==> config.mk <==
export PLATFORM = sky130hd
export DESIGN_NAME = screen_pixel_writer
export DESIGN_NICKNAME = d
export VERILOG_FILES = /design/src/rtl/screen_pixel_writer.sv
export SDC_FILE = /design/constraint.sdc
export NUM_CORES = 1
export LEC_CHECK = 0
export ABC_AREA = 1
export CAP_MARGIN = 20
export CORE_MARGIN = 8
export CORE_UTILIZATION = 49
export DETAILED_ROUTE_END_ITERATION = 16
export PLACE_DENSITY = 0.86
export SYNTH_ARGS = -nofsm -noshare
export SYNTH_HDL_FRONTEND = slang
export SYNTH_SLANG_ARGS = --single-unit
==> constraint.sdc <==
create_clock -name CLK_50 -period 2 [get_ports CLK_50]
set_clock_uncertainty 0.1 [all_clocks]
set_input_delay 0.2 -clock CLK_50 [delete_from_list [all_inputs] [get_ports CLK_50]]
set_output_delay 0.2 -clock CLK_50 [all_outputs]
set_load 0.01 [all_outputs]
==> src/rtl/screen_pixel_writer.sv <==
// rtl/screen_pixel_writer.sv - pixel/word command writer onto the screen-RAM CPU port
// Single-bit ops use read-modify-write; FILL streams one word per cycle across the screen area.
module screen_pixel_writer #(
  parameter int RAM_WIDTH               = 16,
  parameter int RAM_REGISTER_COUNT      = 256,
  parameter int RAM_SCREEN_OFFSET       = 0,
  parameter int BITS_PER_MEMORY_PIXEL_X = 4,
  parameter int SCREEN_ROWS             = 15
) (
  input  logic                                  CLK_50,
  input  logic                                  resetN,
  input  logic                                  cmd_valid,
  output logic                                  cmd_ready,
  input  logic [2:0]                            cmd_op,
  input  logic [4:0]                            cmd_x,
  input  logic [3:0]                            cmd_y,
  input  logic [RAM_WIDTH-1:0]                  cmd_data,
  output logic                                  busy,
  output logic                                  done,
  output logic                                  err,
  output logic [$clog2(RAM_REGISTER_COUNT)-1:0] ram_addr,
  output logic                                  ram_we,
  output logic [RAM_WIDTH-1:0]                  ram_wdata,
  input  logic [RAM_WIDTH-1:0]                  ram_rdata
);

  localparam int AW             = $clog2(RAM_REGISTER_COUNT);
  localparam int BIT_W          = $clog2(RAM_WIDTH);
  localparam int WORDS_PER_LINE = 512 >> (BIT_W + BITS_PER_MEMORY_PIXEL_X);
  localparam int SCREEN_WORDS   = SCREEN_ROWS * WORDS_PER_LINE;
  localparam int CNT_W          = (SCREEN_WORDS > 1) ? $clog2(SCREEN_WORDS) : 1;

  localparam logic [2:0] OP_NOP   = 3'd0;
  localparam logic [2:0] OP_SET   = 3'd1;
  localparam logic [2:0] OP_CLR   = 3'd2;
  localparam logic [2:0] OP_TOG   = 3'd3;
  localparam logic [2:0] OP_WRITE = 3'd4;
  localparam logic [2:0] OP_FILL  = 3'd5;

  typedef enum logic [2:0] {
    S_IDLE = 3'd0,
    S_RD   = 3'd1,
    S_WR   = 3'd2,
    S_FILL = 3'd3,
    S_FIN  = 3'd4
  } state_t;

  state_t               r_state;
  state_t               w_next_state;
  logic [2:0]           r_op;
  logic [4:0]           r_x;
  logic [3:0]           r_y;
  logic [RAM_WIDTH-1:0] r_data;
  logic                 r_err;
  logic [CNT_W-1:0]     r_cnt;

  logic                 w_accept;
  logic                 w_bad;
  logic [AW-1:0]        w_wa;
  logic [BIT_W-1:0]     w_bit;
  logic [RAM_WIDTH-1:0] w_mask;
  logic [AW-1:0]        w_fill_addr;
  logic                 w_fill_last;

  assign w_accept = (r_state == S_IDLE) && cmd_valid;
  assign w_bad    = (cmd_op > OP_FILL) || (int'(cmd_y) >= SCREEN_ROWS);

  // Address arithmetic is done at 32 bits and only then cut to the RAM address width.
  assign w_wa        = AW'(RAM_SCREEN_OFFSET + int'(r_y) * WORDS_PER_LINE + int'(r_x >> BIT_W));
  assign w_bit       = BIT_W'(RAM_WIDTH - 1 - (int'(r_x) % RAM_WIDTH));
  assign w_mask      = {{(RAM_WIDTH-1){1'b0}}, 1'b1} << w_bit;
  assign w_fill_addr = AW'(RAM_SCREEN_OFFSET + int'(r_cnt));
  assign w_fill_last = (r_cnt == CNT_W'(SCREEN_WORDS - 1));

  always_ff @(posedge CLK_50) begin
    if (!resetN) begin
      r_state <= S_IDLE;
      r_op    <= '0;
      r_x     <= '0;
      r_y     <= '0;
      r_data  <= '0;
      r_err   <= 1'b0;
      r_cnt   <= '0;
    end else begin
      r_state <= w_next_state;
      if (w_accept) begin
        r_op   <= cmd_op;
        r_x    <= cmd_x;
        r_y    <= cmd_y;
        r_data <= cmd_data;
        r_err  <= w_bad;
        r_cnt  <= '0;
      end else if (r_state == S_FILL && !w_fill_last) begin
        r_cnt <= r_cnt + CNT_W'(1);
      end
    end
  end

  always_comb begin
    w_next_state = r_state;
    case (r_state)
      S_IDLE: begin
        if (cmd_valid) begin
          if (w_bad || cmd_op == OP_NOP) begin
            w_next_state = S_FIN;
          end else if (cmd_op == OP_WRITE) begin
            w_next_state = S_WR;
          end else if (cmd_op == OP_FILL) begin
            w_next_state = S_FILL;
          end else begin
            w_next_state = S_RD;
          end
        end
      end
      S_RD:    w_next_state = S_WR;
      S_WR:    w_next_state = S_IDLE;
      S_FILL:  w_next_state = w_fill_last ? S_IDLE : S_FILL;
      S_FIN:   w_next_state = S_IDLE;
      default: w_next_state = S_IDLE;
    endcase
  end

  // The WR cycle of a bit op sees the word fetched during RD on ram_rdata.
  always_comb begin
    cmd_ready = 1'b0;
    done      = 1'b0;
    err       = 1'b0;
    ram_we    = 1'b0;
    ram_addr  = '0;
    ram_wdata = '0;
    case (r_state)
      S_IDLE: cmd_ready = 1'b1;
      S_RD:   ram_addr  = w_wa;
      S_WR: begin
        ram_addr = w_wa;
        ram_we   = 1'b1;
        done     = 1'b1;
        case (r_op)
          OP_SET:  ram_wdata = ram_rdata | w_mask;
          OP_CLR:  ram_wdata = ram_rdata & ~w_mask;
          OP_TOG:  ram_wdata = ram_rdata ^ w_mask;
          default: ram_wdata = r_data;
        endcase
      end
      S_FILL: begin
        ram_addr  = w_fill_addr;
        ram_we    = 1'b1;
        ram_wdata = r_data;
        done      = w_fill_last;
      end
      S_FIN: begin
        done = ~r_err;
        err  = r_err;
      end
      default: ;
    endcase
  end

  assign busy = ~cmd_ready;

endmodule

==> metrics.yaml <==
clock_tree:
  clkLatencyLatePin_ps: 290
  h-tree-depth: 2
  clock_sinks: 37
  cts_max_path_buffers: 2
  cts_root_buf: "clkbuf_8"
  cts.reportedPaths.clkPinSlew_ps: 80
  numCtsBuffers: 5
  cts_tree: "done"
route:
  route.detailed.drc: 0
  wl_um: 9250
  firstDrtPassIters: 4
  antenna_left: 0
  vias: 3312
  drt_iter0_drc: 206
  viasPerCell: 5.27
  wl_per_cell_um: 14.7
global_route:
  grt.met2_usage: 0.369
  grtUsageMet1: 0.233
  grt_pass1_wl_um: 14700
  busiest_layer: "met2"
  first_global_vias: 3283
  grt_max_degree: 33
  grt_usage: 0.207
  gr-total-overflow: 0
  grt_use_met3: 0.0429
  grt_antenna_before_repair: 0
floorplanning:
  top_level_ports: 76
  core_um2: 5820
  initial_utilization: 0.495
  fp.dieArea_um2: 8590
  std_cell_rows: 28
  die_w_um: 92.7
  die_h_um: 92.7
worst_hold_path:
  hold_class: "flip-flop to flip-flop"
  holdPathStages: 2
  hold_start: "r_y[1]"
  min_to: "r_y[1]"
sta:
  rsz0062_at_grt: "yes"
  hold_viol: 0
  finalSetupViolCount: 0
  slew_viol_final: 0
  setup_tns_ps: 0
  period_minus_slack_ps: 2000
  max_freq_mhz: 500
  period_share: 0.999
placed_design:
  numPortBuffers: 72
  place_inst: 616
  dp_hpwl_um: 6310
  place_congestion: 0.855
  postPlaceCellArea_um2: 3880
critical_path:
  critPathArrivalTime_ps: 1700
  reg2reg_depth: 7
  cp-end-kind: "output port"
  worstSetupStartpointType: "flip-flop"
  cp_max_fo: 4
  critical_path_class: "flip-flop to output port"
  reg2reg_from: "r_state[2]"
  required_ps: 1700
  r2r_end: "r_cnt[4]"
  r2r_slack_ps: 400
job:
  cap_viol_max_count: 0
logic_synthesis:
  syn_area_um2: 2880
  syn-instance-count: 456
  ys_types: 24
  ys_ff_latch: 37
  yosysWarnings: 0
  yosysSeqAreaShare: 0.257
  syn_avg_cell_area_um2: 6.32
power:
  power_density_nw_per_um2: 523
  ir_drop_v: 0.000464
  p_leak_nw: 1.86
cells_and_area:
  post-route-cell-area_um2: 4160
  mostFrequentLayoutCell: "nand2_1"
  diodes: 0
  nets: 634
  drive_above_1_share: 0.204
  areaGrowthSynthToFinish_pct: 44.2
  final_cell_mix: "115 x nand2_1, 51 x inv_1, 50 x clkdlybuf4s50_1"
  finalCoreUtilization: 0.715
  fin_cells: 629
outcome:
  status: "completed"
through the flow:
stage / total power, W / setup slack, ps / hold slack, ps
2_1_floorplan: 0.00115 / 269 / 210
3_3_place_gp: 0.00142 / -163 / 330
3_5_place_dp: 0.00144 / -187 / 336
4_1_cts: 0.00213 / -101 / 354
5_1_grt: 0.00229 / -127 / 372
6_report: 0.00217 / 1.73 / 355
logic make-up (layout without fill, tap and decap cells):
kind of cell,count (synthesis),count (layout),synth area share
flops,37,37,0.257
fa+ha+maj,34,34,0.148
other cells,1,3,0.00130
compound gates,55,55,0.0977
simple gates,246,246,0.368
buf+inv,83,179,0.128
sequential cells by signal, summed over array words and instances (netlist names):
name / cells
r_cnt: 5
r_data: 16
r_err: 1
r_op: 3
r_state: 3
r_x: 5
r_y: 4
worst max-delay path, stage by stage, from the launching register on:
cell and delay, ps:
dfxtp_4 360, buf_12 130, inv_6 60, nand4_1 110, ha_1 330, nand3_2 90, nand3_2 70, nand2_1 70
nand2_1 70, buf_6 120
power breakdown:
part	internal [W]	total, W	switching, W
Combinational	0.000303	0.000662	0.000359
Clock	0.000406	0.000684	0.000278
Sequential	0.000788	0.000829	0.0000403
Total	0.00150	0.00217	0.000677
metal layers:
layer	share of wire	routed length, um
met1	0.39	3640
met5	0	0
met3	0.073	676
met2	0.50	4620
met4	0.033	307
final cells by class:
type                       count  area (um^2)
tap                           75         93.8
clock inverter                 2         37.5
inverter                      57          241
clock buffer                   6         82.6
timing repair inverter         1         8.76
multi-input combinational    338         1900
sequential                    37          758
timing repair buffer         113         1030
fill                         476         1660
synthesized netlist by cell type, drive strengths merged:
| library cell | number | area (um^2) |
|---|---|---|
| nand4 | 18 | 113 |
| ha | 34 | 425 |
| inv | 52 | 195 |
| nor2 | 52 | 210 |
| buf | 21 | 136 |
| o211ai | 1 | 7.51 |
| nand3 | 52 | 265 |
| clkinv | 5 | 18.8 |
| o21ai | 33 | 169 |
| conb | 1 | 3.75 |
| a21oi | 21 | 105 |
| clkbuf | 5 | 18.8 |
| dfxtp | 37 | 741 |
| nor4 | 1 | 6.26 |
| nand2 | 123 | 467 |
timing repair:
| item | CTS | global route |
|---|---|---|
| endpoints found under the setup margin | 23 | 24 |
| pin swaps | 27 | 43 |
| endpoints found under the hold margin | 0 | 0 |
| hold buffers | 0 | 0 |
| resized for setup | 88 | 46 |
| buffers inserted | 2 | 2 |
| cloned | 0 | 1 |
how the worst max path moves through the flow:
stage	start	to	slack [ps]	depth (start not counted)
6_report	r_x[3]	ram_wdata[13]	2	9
5_1_grt	r_x[3]	ram_wdata[14]	-130	10
4_1_cts	r_x[3]	ram_wdata[6]	-100	8
3_5_place_dp	ram_rdata[13]	ram_wdata[13]	-190	8
3_3_place_gp	ram_rdata[7]	ram_wdata[7]	-160	8
2_1_floorplan	r_x[2]	ram_wdata[7]	270	8
(Power assumes the default switching activity.)
